`src/rtl/uart_pkg.sv`:
```
// Shared types and constants for the UART receive path.
package uart_pkg;

    localparam int UART_DATA_BITS = 8;
    localparam int UART_BD_MIN    = 4;

    typedef enum logic [2:0] {
        IDLE,
        START,
        DATA,
        PARITY,
        STOP1,
        STOP2
    } uart_rx_state_t;

    function automatic logic maj3(input logic a, input logic b, input logic c);
        return (a & b) | (a & c) | (b & c);
    endfunction

endpackage

```
`src/rtl/uart_rx_sync.sv`:
```
// Two-flop synchroniser for the asynchronous serial line; resets to the idle (high) level.
module uart_rx_sync (
    input  logic clk,
    input  logic reset_n,
    input  logic i_init,
    input  logic i_rxd,
    output logic o_rxd_s
);

    logic r_meta;
    logic r_sync;

    always_ff @(posedge clk or negedge reset_n) begin
        if (!reset_n) begin
            r_meta <= 1'b1;
            r_sync <= 1'b1;
        end else if (i_init) begin
            r_meta <= 1'b1;
            r_sync <= 1'b1;
        end else begin
            r_meta <= i_rxd;
            r_sync <= r_meta;
        end
    end

    assign o_rxd_s = r_sync;

endmodule

```
`src/rtl/uart_receiver.sv`:
```
// UART receiver: synchronised line, mid-bit sampling FSM, one-entry output holding register.
// Optional UART_RX_MAJORITY_EN: 2-of-3 vote around each sample point, one cycle later per decision.
//
//  state  | meaning
//  IDLE   | waiting for a falling edge (only once the line has been seen high)
//  START  | half a bit into the start bit, confirm it is still low
//  DATA   | 8 data samples, LSB first
//  PARITY | parity sample, compared against received data
//  STOP1  | first stop sample, 0 marks a framing error
//  STOP2  | second stop sample when two stop bits are configured
module uart_receiver
    import uart_pkg::*;
#(
    parameter int BDWIDTH = 8
) (
    input  logic               clk,
    input  logic               reset_n,
    input  logic               ctrl_init,
    input  logic [BDWIDTH-1:0] ctrl_baud_divisor,
    input  logic               ctrl_stop_bits,
    input  logic               ctrl_parity_ena,
    input  logic               ctrl_parity_type,
    input  logic               uart_rxd,
    output logic [7:0]         rx_data,
    output logic               rx_perr,
    output logic               rx_ferr,
    output logic               rx_valid,
    input  logic               rx_ready,
    output logic               rx_overrun
);

    uart_rx_state_t r_state;
    uart_rx_state_t w_state_nxt;

    logic               w_rxd_s;
    logic               w_tick;
    logic               w_decide;
    logic               w_bit;
    logic               w_start;
    logic               w_done;
    logic [BDWIDTH-1:0] w_div_eff;
    logic [BDWIDTH-1:0] w_target;

    logic [BDWIDTH-1:0] r_div;
    logic               r_stop2;
    logic               r_par_ena;
    logic               r_par_type;
    logic [BDWIDTH-1:0] r_cnt;
    logic [2:0]         r_bit_cnt;
    logic [7:0]         r_shift;
    logic               r_perr_acc;
    logic               r_ferr_acc;
    logic               r_armed;
    logic               r_done;

    logic [7:0]         r_rx_data;
    logic               r_rx_perr;
    logic               r_rx_ferr;
    logic               r_rx_valid;
    logic               r_rx_overrun;

    uart_rx_sync u_sync (
        .clk     (clk),
        .reset_n (reset_n),
        .i_init  (ctrl_init),
        .i_rxd   (uart_rxd),
        .o_rxd_s (w_rxd_s)
    );

    assign w_div_eff = (ctrl_baud_divisor < BDWIDTH'(UART_BD_MIN)) ? BDWIDTH'(UART_BD_MIN)
                                                                   : ctrl_baud_divisor;
    // Start bit is checked half a bit in; every later sample is one full bit apart.
    assign w_target  = (r_state == START) ? ((r_div >> 1) - BDWIDTH'(1)) : (r_div - BDWIDTH'(1));
    assign w_tick    = (r_state != IDLE) && (r_cnt == w_target);

`ifdef UART_RX_MAJORITY_EN
    logic [1:0] r_hist;
    logic       r_pend;

    always_ff @(posedge clk or negedge reset_n) begin
        if (!reset_n) begin
            r_hist <= 2'b11;
            r_pend <= 1'b0;
        end else if (ctrl_init) begin
            r_hist <= 2'b11;
            r_pend <= 1'b0;
        end else begin
            r_hist <= {r_hist[0], w_rxd_s};
            r_pend <= w_tick;
        end
    end

    // Decision waits one cycle so the sample after the sample point is available.
    assign w_decide = r_pend;
    assign w_bit    = maj3(r_hist[1], r_hist[0], w_rxd_s);
`else
    assign w_decide = w_tick;
    assign w_bit    = w_rxd_s;
`endif

    always_ff @(posedge clk or negedge reset_n) begin
        if (!reset_n) begin
            r_state <= IDLE;
        end else if (ctrl_init) begin
            r_state <= IDLE;
        end else begin
            r_state <= w_state_nxt;
        end
    end

    always_comb begin
        w_state_nxt = r_state;
        w_start     = 1'b0;
        w_done      = 1'b0;
        case (r_state)
            IDLE: begin
                if (r_armed && !w_rxd_s) begin
                    w_state_nxt = START;
                    w_start     = 1'b1;
                end
            end
            START: begin
                if (w_decide) begin
                    w_state_nxt = w_bit ? IDLE : DATA;
                end
            end
            DATA: begin
                if (w_decide && (r_bit_cnt == 3'(UART_DATA_BITS - 1))) begin
                    w_state_nxt = r_par_ena ? PARITY : STOP1;
                end
            end
            PARITY: begin
                if (w_decide) begin
                    w_state_nxt = STOP1;
                end
            end
            STOP1: begin
                if (w_decide) begin
                    if (r_stop2) begin
                        w_state_nxt = STOP2;
                    end else begin
                        w_state_nxt = IDLE;
                        w_done      = 1'b1;
                    end
                end
            end
            STOP2: begin
                if (w_decide) begin
                    w_state_nxt = IDLE;
                    w_done      = 1'b1;
                end
            end
            default: w_state_nxt = IDLE;
        endcase
    end

    always_ff @(posedge clk or negedge reset_n) begin
        if (!reset_n) begin
            r_div      <= BDWIDTH'(UART_BD_MIN);
            r_stop2    <= 1'b0;
            r_par_ena  <= 1'b0;
            r_par_type <= 1'b0;
            r_cnt      <= '0;
            r_bit_cnt  <= '0;
            r_shift    <= '0;
            r_perr_acc <= 1'b0;
            r_ferr_acc <= 1'b0;
            r_armed    <= 1'b0;
            r_done     <= 1'b0;
        end else if (ctrl_init) begin
            r_div      <= BDWIDTH'(UART_BD_MIN);
            r_stop2    <= 1'b0;
            r_par_ena  <= 1'b0;
            r_par_type <= 1'b0;
            r_cnt      <= '0;
            r_bit_cnt  <= '0;
            r_shift    <= '0;
            r_perr_acc <= 1'b0;
            r_ferr_acc <= 1'b0;
            r_armed    <= 1'b0;
            r_done     <= 1'b0;
        end else begin
            r_done <= w_done;

            if (r_state == IDLE || w_tick) begin
                r_cnt <= '0;
            end else begin
                r_cnt <= r_cnt + BDWIDTH'(1);
            end

            // Frame configuration is frozen at the start edge.
            if (w_start) begin
                r_div      <= w_div_eff;
                r_stop2    <= ctrl_stop_bits;
                r_par_ena  <= ctrl_parity_ena;
                r_par_type <= ctrl_parity_type;
                r_bit_cnt  <= '0;
                r_perr_acc <= 1'b0;
                r_ferr_acc <= 1'b0;
            end

            if (w_decide && r_state == DATA) begin
                r_shift   <= {w_bit, r_shift[7:1]};
                r_bit_cnt <= r_bit_cnt + 3'd1;
            end

            if (w_decide && r_state == PARITY) begin
                r_perr_acc <= (^r_shift) ^ w_bit ^ r_par_type;
            end

            if (w_decide && (r_state == STOP1 || r_state == STOP2)) begin
                r_ferr_acc <= r_ferr_acc | ~w_bit;
            end

            // A low final stop sample leaves the receiver disarmed until the line idles high.
            if (w_done) begin
                r_armed <= w_bit;
            end else if (r_state == START && w_decide && w_bit) begin
                r_armed <= 1'b1;
            end else if (r_state == IDLE && w_rxd_s) begin
                r_armed <= 1'b1;
            end
        end
    end

    always_ff @(posedge clk or negedge reset_n) begin
        if (!reset_n) begin
            r_rx_data    <= '0;
            r_rx_perr    <= 1'b0;
            r_rx_ferr    <= 1'b0;
            r_rx_valid   <= 1'b0;
            r_rx_overrun <= 1'b0;
        end else if (ctrl_init) begin
            r_rx_data    <= '0;
            r_rx_perr    <= 1'b0;
            r_rx_ferr    <= 1'b0;
            r_rx_valid   <= 1'b0;
            r_rx_overrun <= 1'b0;
        end else begin
            r_rx_overrun <= 1'b0;
            if (r_done) begin
                if (r_rx_valid && !rx_ready) begin
                    r_rx_overrun <= 1'b1;
                end else begin
                    r_rx_data  <= r_shift;
                    r_rx_perr  <= r_perr_acc;
                    r_rx_ferr  <= r_ferr_acc;
                    r_rx_valid <= 1'b1;
                end
            end else if (r_rx_valid && rx_ready) begin
                r_rx_valid <= 1'b0;
            end
        end
    end

    assign rx_data    = r_rx_data;
    assign rx_perr    = r_rx_perr;
    assign rx_ferr    = r_rx_ferr;
    assign rx_valid   = r_rx_valid;
    assign rx_overrun = r_rx_overrun;

endmodule

```
`config.mk`:
```
export PLATFORM = sky130hd
export DESIGN_NAME = uart_receiver
export DESIGN_NICKNAME = d
export VERILOG_FILES = /design/src/rtl/uart_pkg.sv /design/src/rtl/uart_rx_sync.sv /design/src/rtl/uart_receiver.sv
export SDC_FILE = /design/constraint.sdc
export NUM_CORES = 1
export LEC_CHECK = 0
export BUFFER_PORTS_ARGS = -buffer_cell sky130_fd_sc_hd__buf_4
export CAP_MARGIN = 20
export CORE_MARGIN = 1
export CORE_UTILIZATION = 59
export CTS_BUF_LIST = sky130_fd_sc_hd__clkbuf_4 sky130_fd_sc_hd__clkbuf_8 sky130_fd_sc_hd__clkbuf_16
export DETAILED_ROUTE_END_ITERATION = 8
export PLACE_DENSITY = 0.8
export SYNTH_ARGS = -nofsm -noshare
export SYNTH_HDL_FRONTEND = slang
export SYNTH_SLANG_ARGS = --single-unit
```
`constraint.sdc`:
```
create_clock -name clk -period 3.6 [get_ports clk]
set_input_delay 0.18 -clock clk [delete_from_list [all_inputs] [get_ports clk]]
set_output_delay 0.18 -clock clk [all_outputs]
set_load 0.02 [all_outputs]
```
==> results of run 1 <==
## where the power goes
group / switching (mW) / internal (mW) / total [mW]
sequential: 0.00953 / 0.580 / 0.589
clock: 0.193 / 0.144 / 0.337
combinational: 0.0558 / 0.0395 / 0.0953
total: 0.258 / 0.763 / 1.02
## kinds of logic after synthesis
logic type,Yosys count,share of synthesized area
XOR/XNOR,23,0.0704
multiplexers,25,0.0883
adder cells (fa/ha/maj),4,0.0175
AND/OR/NAND/NOR,117,0.225
buffers and inverters,25,0.0337
AO/OA/AOI/OAI,52,0.118
flip-flops,51,0.447
## timing repair
item                                   CTS  global route
resized for setup                        0             0
hold buffers                             1             0
endpoints found under the hold margin   48             0
buffers inserted                         0             0
## registers in the layout, summed over array words and instances (netlist names)
signal	count
rx_ferr	1
r_cnt	8
r_armed	1
r_stop2	1
rx_valid	1
rx_perr	1
r_ferr_acc	1
rx_data	8
u_sync.o_rxd_s	1
r_par_type	1
rx_overrun	1
r_shift	8
r_par_ena	1
u_sync.r_meta	1
r_bit_cnt	3
r_div	8
r_done	1
r_perr_acc	1
r_state	3
## worst max-delay path, cell delays in order, from the launching register on
cell and delay, ps:
dfrtp_1 570, nor3b_2 390, mux2i_1 340, ha_1 230
inv_1 50, a2111oi_1 410, o21a_1 210, nand2b_1 70
a32o_1 350, or4_1 520, a21oi_1 140
## worst paths after layout
kind	to	from	cells past startpoint	slack (ps)
max	r_state[2]	r_state[0]	10	240
min	rx_overrun	rx_ready	2	40
max reg2reg	r_state[2]	r_state[0]	10	240
min reg2reg	r_cnt[0]	r_cnt[0]	1	510
max in group asynchronous	r_cnt[1]	reset_n	2	2720
min in group asynchronous	r_div[5]	reset_n	2	420
## metrics by stage
step | hold slack (ps) | cells | utilization | cell area, um2
finish | 43.5 | 373 | 0.711 | 3200
global placement | 247 | 363 | 0.687 | 3090
global route | 34.2 | 373 | 0.711 | 3200
floorplan | -116 | 297 | - | 2860
CTS | 29.9 | 372 | 0.709 | 3190
detailed placement | 252 | 363 | 0.687 | 3090
## per-layer routing
layer	wire, um	vias up	global-route usage
li1	-	1091	-
met1	2860	1031	0.378
met2	2740	64	0.386
met3	330	6	0.0450
met4	68	0	0.0806
met5	0	-	0
## Yosys cell counts, drive strengths merged, types with 4 or more instances
library cell	count
inv	8
o21ai	7
nor2b	4
dfrtp	48
ha	4
nor4	5
a21oi	20
xnor2	14
nand2b	19
nand2	23
clkbuf	14
nor3	6
or4	4
nand3	5
xor2	9
mux2i	23
nor2	27
## final cells by class
type	instances	share of cell area
clock buffers	6	0.0238
clock inverters	2	0.00391
multi-input cells	221	0.464
flip-flops and latches	51	0.400
well taps	52	0.0203
inverters	8	0.00938
repair buffers	33	0.0782
==> impl_metrics.toml, run 1 <==
[status]
status = "finished, final reports clean"

[power]
ir_drop_uv = 319
p_total_mw = 1.02
leakagePower_nw = 1.50
powerDensity_nw_per_um2 = 319

[run]
max_cap_violations = 0

[cells_and_area]
drive_gt1_frac = 0.162
regArea_um2 = 1280
fillCellCount = 359
antennaDiodeCount = 0
final_common_cell = "dfrtp_1"
mostFrequentLayoutCells = "48 x dfrtp_1, 32 x buf_4, 27 x nor2_1"
multi_input_area_um2 = 1490
nNetsFinal = 340
area_delta_synth_final_pct = 11.8

[place]
dp_slack_ps = 304
dp_hpwl_um = 4050
gp_congestion = 0.957
io_buffers = 27

[yosys]
synth-edff-count = 0
synth-seq-cells = 51
ys_seq_area_frac = 0.447
synthCells = 297
synth_warnings = 0
ys_top_cells_by_area = "dfrtp_1 42%, mux2i_1 8.0%, xnor2_1 4.3%"
yosys.area.top_type = "dfrtp_1"
avgSynthCellArea_um2 = 9.64
syn_area_um2 = 2860
post-synth-top-area-fraction = 0.420
synthesis.nets = 317
synth_ff_type = "dfrtp_1"
ys_types = 55
async_reset_ff_frac = 1.00

[drt]
drc = 0
wl_per_cell_um = 16.1
vias = 2192
drtPass1Iterations = 4
drt_iter0_drc = 175
postRouteWirelength_um = 5990
viasPerCell = 5.88
ant_nets = 0

[clock_network]
cts_buffers = 5
htree_levels = 2
clock_path_buffers = 2
clk_latency_ps = 310
numClockSinks = 51
root_buffer = "clkbuf_8"
cts_tree = "yes"
path_clk_slew_ps = 100

[worst_hold_path]
hold_path.class = "in2reg"

[sta]
hold_viol = 0
fmax_ghz = 0.297
post-route-min-period_ps = 3360
rsz0062_at_grt = "false"
clock_skew_ps = 13.7
setup_viol = 0
timing.final.ws_setup_ps = 236
max_slew_margin = 0.548
final_max_slew_viol_count = 0
fin_setup_tns_ps = 0
tightest_slew_ps = 668
finalCritPeriodShare = 0.934

[global_routing]
grt_pass1_vias = 2086
grt_pass1_wl_um = 10100
grt_max_degree = 55
overflow = 0
grt.total_usage = 0.256
antenna_found_initial = 0

[worst_setup_path]
worstSetupEndpointType = "flop"
cp.required_ps = 3840
critPathKind = "reg2reg"
worst-path-max-fanout = 14
arrival_ps = 3610
start_kind = "flop"

[floorplan]
start_util = 0.636
die_x_um = 71.7
rows = 24
core-area_um2 = 4500
ios = 28
die_h_um = 71.7
die_area_um2 = 5130
No activity file was read; power rests on OpenSTA's default activity.
==> inputs of run 2 (changes only) <==
--- a/config.mk
+++ b/config.mk
@@ -7,9 +7,11 @@
 export LEC_CHECK = 0
 export BUFFER_PORTS_ARGS = -buffer_cell sky130_fd_sc_hd__buf_4
 export CAP_MARGIN = 20
+export CORE_ASPECT_RATIO = 1.2
 export CORE_MARGIN = 1
 export CORE_UTILIZATION = 59
 export CTS_BUF_LIST = sky130_fd_sc_hd__clkbuf_4 sky130_fd_sc_hd__clkbuf_8 sky130_fd_sc_hd__clkbuf_16
+export CTS_CLUSTER_SIZE = 10
 export DETAILED_ROUTE_END_ITERATION = 8
 export PLACE_DENSITY = 0.8
 export SYNTH_ARGS = -nofsm -noshare
==> impl_metrics.toml, run 2 (same netlist as run 1, synthesis figures left out) <==
[cells_and_area]
antennaDiodeCount = 0
stdcell_count = 379
fin_area_um2 = 3210
drive_gt1_frac = 0.165
mostFrequentLayoutCells = "47 x dfrtp_1, 32 x buf_4, 27 x nor2_1"
area_delta_synth_final_pct = 12.1
final_common_cell = "dfrtp_1"
regArea_um2 = 1280
fillCellCount = 346
post-route-util = 0.693
nNetsFinal = 340
multi_input_area_um2 = 1490

[clock_network]
path_clk_slew_ps = 90
htree_levels = 2
cts_setup_buffers = 0
clk_latency_ps = 310
cts_buffers = 5
root_buffer = "clkbuf_8"
cts_tree = "yes"
numClockSinks = 51
clock_path_buffers = 2

[worst_setup_path]
worst-path-max-fanout = 14
worstSetupEndpointType = "flop"
critPathTopFamily = "compound AO/OA/AOI/OAI gates"
path_cells = "nor3b_2 -> mux2i_1 -> ha_1 -> inv_1 -> a2111oi_1 -> o21a_1 -> nand2b_1 -> a32oi_1 -> nand4_1 -> buf_4 -> mux2i_1"
cp.required_ps = 3790
cp_slowest_cell = "dfrtp_2"
arrival_ps = 3500
crit_buf_inv = 2
critPathKind = "reg2reg"
slowest_delay_ps = 490
cp_common_cell = "mux2i_1"
start_kind = "flop"

[sta]
final_max_slew_viol_count = 0
rsz0062_at_grt = "false"
hold_viol = 0
fmax_ghz = 0.302
tightest_slew_ps = 608
setup_viol = 0
max_slew_margin = 0.589
post-route-min-period_ps = 3310
fin_hold_ws_ps = 36.6
fin_setup_tns_ps = 0
clock_skew_ps = 6.97
finalCritPeriodShare = 0.920
timing.final.ws_setup_ps = 288

[drt]
drc = 0
ant_nets = 0
drt_iter0_drc = 162
postRouteWirelength_um = 5930
vias = 2249
wl_per_cell_um = 15.6
drtPass1Iterations = 4
viasPerCell = 5.93

[place]
io_buffers = 27
dp_slack_ps = 195
dp_hpwl_um = 4160
place_inst = 370
gp_congestion = 0.985
placed_area_um2 = 3110

[run]
max_cap_violations = 0

[floorplan]
die_x_um = 65.6
core-area_um2 = 4630
rows = 27
die_h_um = 78.3
die_area_um2 = 5140
start_util = 0.619
ios = 28

[power]
power.share.clock = 0.323
switchingPower_mw = 0.253
leakagePower_nw = 1.50
switching_share = 0.250
p_seq_frac = 0.584
p_int_mw = 0.756
power_frac_comb = 0.093
powerDensity_nw_per_um2 = 315
p_total_mw = 1.01
ir_drop_uv = 274

[global_routing]
antenna_found_initial = 0
grt.total_usage = 0.252
overflow = 0
grt_pass1_vias = 2130
grt_pass1_wl_um = 9720
grt_max_degree = 55

[worst_hold_path]
hold_path.class = "in2reg"

[status]
status = "finished, final reports clean"
run 2: area by class of cell:
| class | instances | area share |
|---|---|---|
| inverter | 8 | 0.00936 |
| multi-input combinational | 221 | 0.463 |
| tap | 58 | 0.0226 |
| clock inverter | 3 | 0.00585 |
| sequential | 51 | 0.399 |
| timing repair buffer | 33 | 0.0780 |
| clock buffer | 5 | 0.0215 |
run 2: final timing paths:
path | from | endpoint | slack, ps | depth (start not counted)
max | r_state[0] | r_shift[7] | 290 | 11
min | rx_ready | rx_overrun | 40 | 2
min in group asynchronous | reset_n | r_cnt[4] | 420 | 2
min reg2reg | r_cnt[0] | r_cnt[0] | 500 | 1
max in group asynchronous | reset_n | r_state[0] | 2710 | 2
max reg2reg | r_state[0] | r_shift[7] | 290 | 11
run 2: power groups by stage:
| stage | sequential (mW) | combinational (mW) | clock, mW |
|---|---|---|---|
| after global placement | 0.600 | 0.0909 | 0 |
| final | 0.589 | 0.0934 | 0.326 |
| after floorplan | 0.596 | 0.0596 | 0 |
| after detailed placement | 0.601 | 0.0926 | 0 |
| after global routing | 0.591 | 0.105 | 0.354 |
| after CTS | 0.589 | 0.0942 | 0.337 |
run 2: repair_timing:
| action | 4_1_cts | 5_1_grt |
|---|---|---|
| setup endpoints to repair | 0 | 10 |
| hold endpoints to repair | 48 | 0 |
| hold buffers | 1 | 0 |
| resized for setup | 0 | 1 |
run 2: metal layers:
| layer | vias up | track usage | routed length, um |
|---|---|---|---|
| met3 | 10 | 0.0392 | 195 |
| met1 | 1089 | 0.314 | 2550 |
| met4 | 0 | 0.128 | 164 |
| li1 | 1095 | - | - |
| met2 | 55 | 0.416 | 3020 |
| met5 | - | 0 | 0 |
==> inputs of run 3 (changes only) <==
--- a/config.mk
+++ b/config.mk
@@ -5,6 +5,7 @@
 export SDC_FILE = /design/constraint.sdc
 export NUM_CORES = 1
 export LEC_CHECK = 0
+export ABC_AREA = 1
 export BUFFER_PORTS_ARGS = -buffer_cell sky130_fd_sc_hd__buf_4
 export CAP_MARGIN = 20
 export CORE_ASPECT_RATIO = 1.2
@@ -13,7 +14,7 @@
 export CTS_BUF_LIST = sky130_fd_sc_hd__clkbuf_4 sky130_fd_sc_hd__clkbuf_8 sky130_fd_sc_hd__clkbuf_16
 export CTS_CLUSTER_SIZE = 10
 export DETAILED_ROUTE_END_ITERATION = 8
-export PLACE_DENSITY = 0.8
+export PLACE_DENSITY = 0.79
 export SYNTH_ARGS = -nofsm -noshare
 export SYNTH_HDL_FRONTEND = slang
 export SYNTH_SLANG_ARGS = --single-unit
==> impl_metrics.toml, run 3 <==
[worst_hold_path]
hold_path.class = "in2reg"
min_to = "u_sync.r_meta"
hold_depth = 2
hold_start = "uart_rxd"

[worst_setup_path]
critPathTopFamily = "simple AND/OR/NAND/NOR gates"
crit_buf_inv = 2
worst-path-max-fanout = 11
worstSetupEndpointType = "flop"
cp_common_cell = "nand2_1"
worstReg2RegStart = "r_state[1]"
cp.required_ps = 3800
path_cells = "inv_4 -> nand3_2 -> nand2_1 -> nand2_1 -> ha_1 -> xor2_1 -> nand2_1 -> nor2_1 -> nand2_1 -> nor2_1 -> nand2_1 -> nor2_2 -> nand2_4 -> clkinv_2 -> nand2_4 -> nand3_1 -> o21ai_1"
start_kind = "flop"
slowest_delay_ps = 510
cp_slowest_cell = "dfrtp_1"
arrival_ps = 2920
ff2ff_setup_slack_ps = 880
timing.rr.end = "r_bit_cnt[2]"
critPathKind = "reg2reg"
r2r_cells = 17

[global_routing]
antenna_found_initial = 0
met3_usage = 0.0489
grt.total_usage = 0.274
overflow = 0
use_met2 = 0.492
grt_max_degree = 52
grt_use_met1 = 0.325
top_usage_layer = "met2"
grt_pass1_vias = 2491
grt_pass1_wl_um = 10900

[yosys]
synth_warnings = 0
async_reset_ff_frac = 1.00
ys_types = 36
syn_area_um2 = 2920
synth-seq-cells = 51
ys_top_cells_by_area = "dfrtp_1 41%, nand2_1 13%, nand3_1 7.9%"
synth_ff_type = "dfrtp_1"
synth_top_cells_by_count = "99 x nand2_1, 55 x inv_1, 48 x dfrtp_1, 46 x nand3_1, 28 x nor2_1"
synth-edff-count = 0
ys_seq_area_frac = 0.438
synthesis.nets = 404
yosys.area.top_type = "dfrtp_1"
post-synth-top-area-fraction = 0.411
avgSynthCellArea_um2 = 7.61
synth.most_common_cell = "nand2_1"
synthCells = 384

[sta]
clock_skew_ps = 3.54
rsz0062_at_grt = "false"
tightest_slew_ps = 905
final_max_slew_viol_count = 0
max_slew_margin = 0.396
post-route-min-period_ps = 2720
fmax_ghz = 0.367
finalCritPeriodShare = 0.756
fin_setup_tns_ps = 0
setup_viol = 0
hold_viol = 0

[cells_and_area]
fillCellCount = 397
stdcell_count = 469
mostFrequentLayoutCells = "99 x nand2_1, 55 x inv_1, 48 x dfrtp_1"
area_delta_synth_final_pct = 12.1
nNetsFinal = 430
antennaDiodeCount = 0
drive_gt1_frac = 0.156
final_common_cell = "nand2_1"

[clock_network]
cts_setup_buffers = 0
root_buffer = "clkbuf_8"
numClockSinks = 51
clk_latency_ps = 310
cts_tree = "yes"
hold_buffers = 1
ctsResizeCount = 0
clock_path_buffers = 2
htree_levels = 2
cts_buffers = 5
path_clk_slew_ps = 100

[drt]
postRouteWirelength_um = 6490
vias = 2532
drtPass1Iterations = 4
viasPerCell = 5.40
drc = 0
wl_per_cell_um = 13.8
drt_iter0_drc = 216
ant_nets = 0

[floorplan]
ios = 28
die_area_um2 = 5240
rows = 27
start_util = 0.627
core-area_um2 = 4660
die_h_um = 79.1
die_x_um = 66.3

[run]
max_cap_violations = 0

[place]
place_inst = 460
io_buffers = 27
dp_hpwl_um = 4810
gp_congestion = 0.880

[status]
status = "finished, final reports clean"

[power]
leakagePower_nw = 1.66
powerDensity_nw_per_um2 = 505
ir_drop_uv = 220
[run 3: cell count changes after synthesis, moves of 8 or more]
cell | previous run | this run
nand2b_1 | 19 | 0
inv_1 | 8 | 55
clkbuf_1 | 14 | 6
a21oi_1 | 20 | 3
o21ai_0 | 6 | 18
mux2i_1 | 23 | 0
nand2_1 | 23 | 99
nand3_1 | 5 | 46
[run 3: worst reg2reg max path: cells and delay by family, from the launching register on]
kind | cells | cell delay [ps]
and+or+nand+nor | 12 | 1300
DFF | 1 | 510
adders and majority gates | 1 | 330
buffers and inverters | 2 | 240
xor gates and xnor gates | 1 | 150
AOI/OAI and AO/OA | 1 | 70
[run 3: metrics by stage]
stage | worst slack (ps) | instance area, um2 | total power [mW] | util | hold WS [ps]
2_1_floorplan | 1230 | 2920 | 1.13 | - | -116
3_3_place_gp | 1020 | 3150 | 1.22 | 0.676 | 241
3_5_place_dp | 910 | 3150 | 1.24 | 0.676 | 255
4_1_cts | 889 | 3280 | 1.66 | 0.703 | 57.6
5_1_grt | 575 | 3280 | 1.77 | 0.703 | 61.7
6_report | 878 | 3280 | 1.65 | 0.703 | 61.8
[run 3: worst max-delay path by stage]
stage / start / endpoint / slack, ps / cells past startpoint
floorplan: r_state[1] / r_bit_cnt[0] / 1230 / 19
global placement: r_state[1] / r_bit_cnt[0] / 1020 / 17
detailed placement: r_state[1] / r_bit_cnt[2] / 910 / 17
CTS: r_state[1] / r_bit_cnt[2] / 890 / 17
global route: r_state[1] / r_bit_cnt[2] / 580 / 17
finish: r_state[1] / r_bit_cnt[2] / 880 / 17
[run 3: kinds of logic (layout without fill, tap and decap cells)]
kind of cell | Yosys count | after routing | synth area share
AO/OA/AOI/OAI | 39 | 39 | 0.0775
XOR/XNOR | 14 | 14 | 0.0471
adder cells (fa/ha/maj) | 4 | 4 | 0.0171
buffers and inverters | 70 | 97 | 0.0963
flip-flops | 51 | 51 | 0.438
AND/OR/NAND/NOR | 206 | 206 | 0.324
[run 3: cell type report]
cell class / count / area, um2 / area share
clock buffer: 5 / 68.8 / 0.0210
multi-input combinational: 263 / 1360 / 0.416
sequential: 51 / 1280 / 0.391
inverter: 61 / 233 / 0.0710
tap: 58 / 72.6 / 0.0222
clock inverter: 3 / 47.5 / 0.0145
timing repair buffer: 28 / 213 / 0.0649
[run 3: power breakdown]
| part | internal [mW] | switching (mW) | total (mW) |
|---|---|---|---|
| sequential | 0.591 | 0.0222 | 0.614 |
| combinational | 0.205 | 0.418 | 0.623 |
| clock | 0.211 | 0.207 | 0.418 |
| total | 1.01 | 0.648 | 1.65 |
[run 3: per-layer routing]
layer,up-vias,routed length [um],part of all wire
met5,-,0,0
met4,0,95,0.015
met3,12,216,0.033
met2,50,3390,0.52
met1,1193,2790,0.43
li1,1277,-,-
